--- config.mk ---
export PLATFORM = sky130hd
export DESIGN_NAME = order_n_pipe
export DESIGN_NICKNAME = d
export VERILOG_FILES = /design/src/rtl/order_n_pipe.sv
export SDC_FILE = /design/constraint.sdc
export NUM_CORES = 2
export LEC_CHECK = 0
export BUFFER_PORTS_ARGS = -buffer_cell sky130_fd_sc_hd__buf_2
export CAP_MARGIN = 10
export CORE_UTILIZATION = 25
export CTS_BUF_LIST = sky130_fd_sc_hd__clkbuf_2 sky130_fd_sc_hd__clkbuf_4 sky130_fd_sc_hd__clkbuf_8
export DETAILED_ROUTE_END_ITERATION = 16
export SETUP_SLACK_MARGIN = 0.5
export SKIP_LAST_GASP = 1
export SYNTH_ARGS = -nofsm -noshare
export SYNTH_HDL_FRONTEND = slang
export SYNTH_SLANG_ARGS = --single-unit
--- constraint.sdc ---
create_clock -name clock -period 3.9 [get_ports clock]
set_clock_uncertainty 0.2 [all_clocks]
set_input_delay 0 -clock clock [delete_from_list [all_inputs] [get_ports clock]]
set_output_delay 0 -clock clock [all_outputs]
set_load 0.01 [all_outputs]
--- src/rtl/order_n_pipe.sv ---
// Two-stage stable N-key sorter with valid/ready flow control.
// Define ORDER_INDEX_OUT_EN to add the out_index port and index registers.
module order_n_pipe #(
   parameter int DSIZE = 64,
   parameter int NUM = 4,
   parameter int ASCEND = 0,
   localparam int IDXW = $clog2(NUM)
) (
   input  logic                  clock,
   input  logic                  rst_n,
   input  logic                  in_valid,
   output logic                  in_ready,
   input  logic [NUM*DSIZE-1:0]  in_data,
   output logic                  out_valid,
   input  logic                  out_ready,
   output logic [NUM*DSIZE-1:0]  out_data
`ifdef ORDER_INDEX_OUT_EN
   ,
   output logic [NUM*IDXW-1:0]   out_index
`endif
);

   logic v1;
   logic v2;
   logic adv1;
   logic adv2;
   logic [DSIZE-1:0] k1 [NUM];
   logic [NUM-1:0] gt1 [NUM];
   logic [NUM-1:0] gt_d [NUM];
   logic [IDXW-1:0] rank [NUM];
   logic [NUM*DSIZE-1:0] sd;
`ifdef ORDER_INDEX_OUT_EN
   logic [NUM*IDXW-1:0] si;
`endif

   assign adv2 = !v2 || out_ready;
   assign adv1 = !v1 || adv2;
   assign in_ready = adv1;
   assign out_valid = v2;

   always_comb begin
      for (int i = 0; i < NUM; i++) begin
         for (int j = 0; j < NUM; j++) begin
            gt_d[i][j] = in_data[i*DSIZE +: DSIZE] >
                         in_data[j*DSIZE +: DSIZE];
         end
      end
   end

   // Self-compare bits are always 0, so j == i adds nothing to a rank.
   always_comb begin
      for (int i = 0; i < NUM; i++) begin
         rank[i] = '0;
         for (int j = 0; j < NUM; j++) begin
            if (ASCEND != 0)
               rank[i] = rank[i] + IDXW'(gt1[i][j]);
            else
               rank[i] = rank[i] + IDXW'(gt1[j][i]);
            if (j < i && !gt1[i][j] && !gt1[j][i])
               rank[i] = rank[i] + IDXW'(1);
         end
      end
   end

   // Ranks are a permutation, so exactly one key lands in each slot.
   always_comb begin
      sd = '0;
`ifdef ORDER_INDEX_OUT_EN
      si = '0;
`endif
      for (int k = 0; k < NUM; k++) begin
         for (int i = 0; i < NUM; i++) begin
            if (rank[i] == IDXW'(k)) begin
               sd[k*DSIZE +: DSIZE] = sd[k*DSIZE +: DSIZE] | k1[i];
`ifdef ORDER_INDEX_OUT_EN
               si[k*IDXW +: IDXW] = si[k*IDXW +: IDXW] | IDXW'(i);
`endif
            end
         end
      end
   end

   always_ff @(posedge clock or negedge rst_n) begin
      if (!rst_n) begin
         v1 <= 1'b0;
         v2 <= 1'b0;
         out_data <= '0;
`ifdef ORDER_INDEX_OUT_EN
         out_index <= '0;
`endif
         for (int i = 0; i < NUM; i++) begin
            k1[i] <= '0;
            gt1[i] <= '0;
         end
      end else begin
         if (adv1) begin
            v1 <= in_valid;
            if (in_valid) begin
               for (int i = 0; i < NUM; i++) begin
                  k1[i] <= in_data[i*DSIZE +: DSIZE];
                  gt1[i] <= gt_d[i];
               end
            end
         end
         if (adv2) begin
            v2 <= v1;
            if (v1) begin
               out_data <= sd;
`ifdef ORDER_INDEX_OUT_EN
               out_index <= si;
`endif
            end
         end
      end
   end

endmodule
Word-level counts from Yosys, hierarchy flattened
Cells that the tools add are included.
{"block": "totals", "ff_bits": 530, "output_inout_bits": 258, "wordCells": 119, "inputBits": 260}
{"block": "op_classes", "bitwise_logic": 12, "add_sub_neg": 18, "mux": 22, "n_reduce_logical": 28, "order_cmp": 16, "n_eq_ne": 12}
{"op": "$gt A64 B64 Y1", "n": 16}
{"op": "$mux W64", "n": 16}
{"op": "$or A64 B64 Y64", "n": 12}
{"op": "$add A2 B1 Y2", "n": 11}
{"op": "$eq A2 B2 Y1 const B", "n": 8}
{"op": "$logic_not A1 Y1", "n": 14}
{"op": "$mux W2", "n": 6}
{"op": "$eq A2 B1 Y1 const B", "n": 4}
{"op": "$logic_not A2 Y1", "n": 4}
{"op": "$add A1 B1 Y2 const B", "n": 3}
{"op": "$add A2 B1 Y2 const B", "n": 3}
{"op": "$logic_and A1 B1 Y1", "n": 6}
{"op": "$reduce_and A2 Y1", "n": 2}
{"op": "$add A1 B1 Y2", "n": 1}
{"op": "$logic_or A1 B1 Y1", "n": 2}

Logic depth before layout (Yosys ltp)
{"block": "depth", "word_depth": 12, "mapped_depth": 11, "ltp_nobuf": 10}

Worst setup path before layout
Ideal clock, no wire load.
{"block": "synth_timing", "path_type": "register -> register", "from": "register gt1[15] in the netlist's numbering", "to": "register out_data[132]", "stages_incl_launch_ff": 12, "required_time_ns": 3.628, "path_slack_ns": 1.048, "setup_time_ns": 0.072, "path_buffers": 1, "period_less_slack_ns": 2.852, "arrival_time_ns": 2.580, "path_cell_list": "dfrtp_1 nand2b_1 ha_1 xor2_1 ha_1 nand2_1 xnor2_1 xor2_1 nor2_1 clkbuf_1 a221oi_1 nor2_1"}
{"block": "synth_via", "elab_chain_cells": 12, "word_cells_on_any_way": 13, "cone_classes": "6 x add/sub; 1 x eq/ne; 4 x mux; 2 x reduce/logical"}
{"element": "from (decl)", "line": "28", "rtl": "logic [NUM-1:0] gt1 [NUM];"}
{"element": "from (signal, indexed assignment)", "line": "101", "rtl": "gt1[i] <= gt_d[i];"}
{"element": "$logic_not A1 Y1", "line": "59", "rtl": "if (j < i && !gt1[i][j] && !gt1[j][i])"}
{"element": "$logic_and A1 B1 Y1", "line": "59"}
{"element": "$mux W2 (*)", "line": "59"}
{"element": "$add A2 B1 Y2 (*)", "line": "58", "rtl": "rank[i] = rank[i] + IDXW'(gt1[j][i]);"}
{"element": "$add A2 B1 Y2", "line": "60", "rtl": "rank[i] = rank[i] + IDXW'(1);"}
{"element": "$mux W2 (*)", "line": "59"}
{"element": "$add A2 B1 Y2 (*)", "line": "58"}
{"element": "$add A2 B1 Y2", "line": "60"}
{"element": "$mux W2 (*)", "line": "59"}
{"element": "$add A2 B1 Y2 (*)", "line": "58"}
{"element": "$eq A2 B2 Y1 (*)", "line": "73", "rtl": "if (rank[i] == IDXW'(k)) begin"}
{"element": "$mux W64 (*)", "line": "73"}
{"element": "to (signal assigned)", "line": "87", "rtl": "out_data <= '0;"}
{"element": "to (signal assigned)", "line": "108", "rtl": "out_data <= sd;"}
{"element": "to (decl)", "line": "16", "rtl": "output logic [NUM*DSIZE-1:0] out_data"}
Mark *: on every way between the ends. The rest lies on a longest branch, timed or not.
A chain may end at the register's enable or synchronous reset.

Final worst setup path
{"block": "layout_timing", "from": "register gt1[8] in the netlist's numbering", "to": "register out_data[34]"}
{"block": "layout_via", "elab_chain_cells": 12, "word_cells_on_any_way": 18, "cone_classes": "6 x add/sub; 5 x mux; 3 x bitwise; 4 x reduce/logical"}
{"element": "$logic_not A1 Y1", "line": "59"}
{"element": "$logic_and A1 B1 Y1", "line": "59"}
{"element": "$mux W2", "line": "59"}
{"element": "$add A2 B1 Y2 (3 in a row)", "line": "58"}
{"element": "$logic_not A2 Y1", "line": "73"}
{"element": "$mux W64 (*)", "line": "73"}
{"element": "$or A64 B64 Y64", "line": "74", "rtl": "sd[k*DSIZE +: DSIZE] = sd[k*DSIZE +: DSIZE] | k1[i];"}
{"element": "$mux W64 (*)", "line": "73"}
{"element": "$or A64 B64 Y64", "line": "74"}
{"element": "$mux W64 (*)", "line": "73"}
Marked as above.

==> impl_metrics.json <==
{
  "synthMuxAreaShare_pct": 0.0347,
  "die_area_sq_um": 131000,
  "drt_first_iter_violations": 3336,
  "synth_edf_count": 0,
  "core_sq_um": 128000,
  "critPathCaptureType": "flop",
  "status": "complete, but fails checks",
  "nets": 5331,
  "synthCells": 3601,
  "synth_most_common_cell": "nor2_1",
  "crit_arrival_ns": 3.76,
  "layout_min_cycle_time_ns": 3.29,
  "p_total_mw": 27.1,
  "drc": 0,
  "ys_types": 53,
  "clockPowerShare_pct": 21.8,
  "initial_core_util_pct": 25.3,
  "finalSetupTns_ns": 0,
  "swShare_pct": 45.6,
  "ant_nets": 0,
  "path_cells": "nor2b_1, fa_1, and2_2, buf_4, buf_4, a221o_1, a221oi_1, nor2_1",
  "grt_pass1_wl_microns": 225000,
  "p_switching_mw": 12.4,
  "p_int_mw": 14.8,
  "seq_power_share_pct": 32.3,
  "io-pin-count": 518,
  "comb_power_share_pct": 45.9,
  "syn_avg_cell_area_sq_um": 9.02,
  "cts_sinks": 526,
  "drive_gt1_share_pct": 18.2,
  "grt_setup_unrepaired": "yes",
  "relSlewSlack_pct": 11.9,
  "die_h_microns": 362,
  "worst_setup_path_start_kind": "flop",
  "hold_viol_final": 1,
  "finalHoldWorstSlack_ns": -0.0259,
  "slowest_delay_ns": 0.55,
  "synth_area_leader_cell": "dfrtp_1",
  "clockBufferDepth": 3,
  "grt_max_degree": 80,
  "yosys-top-cells-count": "nor2_1, dfrtp_1, nand2_1",
  "min_from": "in_data[255]",
  "insertion_delay_ns": 0.83,
  "setup_viol": 0,
  "p_leak_nw": 21.3,
  "hold_class": "input port to flop",
  "io_buffers": 517,
  "grtUsageTotal_pct": 22.8,
  "vias": 34900,
  "overflow": 0,
  "clk_pin_slew_ns": 0.06,
  "routedWlPerCell_microns": 23.7,
  "htree_levels": 3,
  "dpl.hpwl_microns": 108000,
  "worstPathMaxFanout": 25,
  "cp_common_cell": "buf_4",
  "drv_cap": 0,
  "synthTopCellsByArea": "dfrtp_1, ha_1, a221o_1",
  "clock.fmax_mhz": 304,
  "critPathKind": "flop to flop",
  "worstMarginPinSlew_ns": 1.32,
  "ys_seq_area_share_pct": 40.5,
  "ys.flop_type": "dfrtp_1",
  "synth-simple-area-share_pct": 15.9,
  "synth_compound_area_share_pct": 23.3,
  "critical_path.top_delay_family": "simple AND/OR/NAND/NOR gates",
  "synth_top_family_by_area": "compound AO/OA/AOI/OAI gates",
  "grt_pass1_vias": 34700,
  "async_flop_share_pct": 100,
  "slowest_stage": "fa_1",
  "violations": "negative hold slack",
  "vias_per_cell": 5.39,
  "syn2layout_area_growth_pct": 40.8,
  "fp.dieW_microns": 362,
  "finalCritPeriodShare_pct": 84.4,
  "fp-row-count": 131,
  "cts_made_buffers": 98,
  "critPathLaunch": "gt1[8]",
  "ys_ff_latch": 526,
  "synth_fa_ha_area_share_pct": 15.1,
  "cts_tree": "built",
  "synth_xor_xnor_area_share_pct": 0.297,
  "powerDensity_nw_per_um2": 594,
  "antenna_found_initial": 18,
  "drt_pass1_iterations": 8,
  "required_ns": 4.37,
  "gp_congestion": 0.893,
  "synth.net_count": 4251,
  "crit_buf_inv": 2,
  "vdd_drop_max_mv": 0.868,
  "rr_startpoint": "gt1[8]",
  "synthesis.area_sq_um": 32500,
  "slew_violations": 0,
  "synth_top_area_share_pct": 40.5,
  "root_buffer": "clkbuf_8",
  "wirelength_microns": 154000,
  "yosysWarningCount": 0
}
worst register-to-register path, stage by stage (launching register included):
cell and delay (ns):
dfrtp_1 0.39, nor2b_1 0.23, fa_1 0.55, and2_2 0.45
buf_4 0.28, buf_4 0.25, a221o_1 0.41, a221oi_1 0.29
nor2_1 0.09
registers in the layout, summed over array words and instances (netlist names):
name	count
k1	256
out_data	256
out_valid	1
v1	1
gt1	12
routing by layer:
metal | vias up | GRT usage, % | wire [microns]
met5 | - | 0 | 78
met4 | 14 | 9.68 | 6280
met3 | 463 | 4.84 | 13500
met2 | 1909 | 35.8 | 68800
met1 | 17100 | 30.2 | 65200
li1 | 15500 | - | -
power by group through the flow:
stage               logic, mW  clock network (mW)  registers, mW
floorplan                5.25                   0           8.99
CTS                      12.0                6.00           8.72
global placement         11.3                   0           8.77
global route             13.2                6.24           8.95
finish                   12.5                5.91           8.76
detailed placement       11.5                   0           8.77
metrics by stage:
stage	std cells	util [%]	cell area, sq um	worst slack (ns)	hold WS (ns)
floorplan	3601	-	32500	1.05	-0.496
detailed placement	5737	29.4	37600	0.0603	-0.0297
finish	6489	35.7	45700	0.609	-0.0259
global placement	5737	29.4	37600	0.0655	-0.0161
CTS	6473	35.4	45400	0.513	0.00102
global route	6484	35.6	45700	0.469	0.0685
path summary, 6_finish.rpt:
path                            depth (start not counted)  slack, ns             to
min in group asynchronous                               4       0.38        k1[170]
max in group asynchronous                               5       2.52  out_data[110]
worst max-delay path                                    8       0.61   out_data[34]
worst min register to register                          2       0.28        gt1[15]
worst min-delay path                                    7      -0.03         gt1[1]
worst max register to register                          8       0.61   out_data[34]
logic make-up (layout without fill, tap and decap cells):
| logic type | Yosys count | count (layout) |
|---|---|---|
| XOR/XNOR | 11 | 11 |
| buffers and inverters | 418 | 1566 |
| adder cells (fa/ha/maj) | 390 | 390 |
| AND/OR/NAND/NOR | 1250 | 1250 |
| other | 0 | 11 |
| multiplexers | 1 | 1 |
| flip-flops | 526 | 526 |
| AO/OA/AOI/OAI | 1005 | 1005 |
repair_timing:
| item | CTS | global route |
|---|---|---|
| setup endpoints to repair | 0 | 214 |
| endpoints found under the hold margin | 827 | 0 |
| hold buffers | 568 | 0 |
| setup buffers | 0 | 5 |
| resized for setup | 0 | 40 |
area by class of cell:
cell class | count | area [sq um]
inverter | 198 | 743
sequential | 526 | 13200
tap | 1729 | 2160
antenna | 11 | 27.5
timing repair buffer | 1200 | 9480
clock inverter | 17 | 206
fill | 13200 | 82500
multi-input combinational | 2657 | 18000
clock buffer | 151 | 1880
cell usage in the layout, fill, tap and decap left out, types with 5 or more instances in the layout:
master,synthesis,routed
clkbuf_4,0,31
ha_1,388,388
a21o_1,20,20
nor2_4,0,8
or4_1,5,5
buf_4,0,87
a221o_1,258,258
a21oi_1,160,159
nand3_1,42,40
dfrtp_1,526,526
a221oi_1,267,247
nand4_1,63,63
dlygate4sd3_1,0,567
a211oi_1,16,16
diode_2,0,11
nor3_1,11,9
buf_2,12,516
nand2b_1,5,5
o211ai_1,16,16
nor2b_1,13,9
buf_12,0,22
nand2_1,511,509
xor2_1,6,5
inv_1,198,198
clkinv_2,0,8
and4_1,10,10
nor2_1,554,545
o21ai_0,239,239
buf_6,0,5
clkbuf_8,0,120
nor4_1,11,9
a221oi_2,0,20
Note: power is estimated with default switching activity, not from simulation.
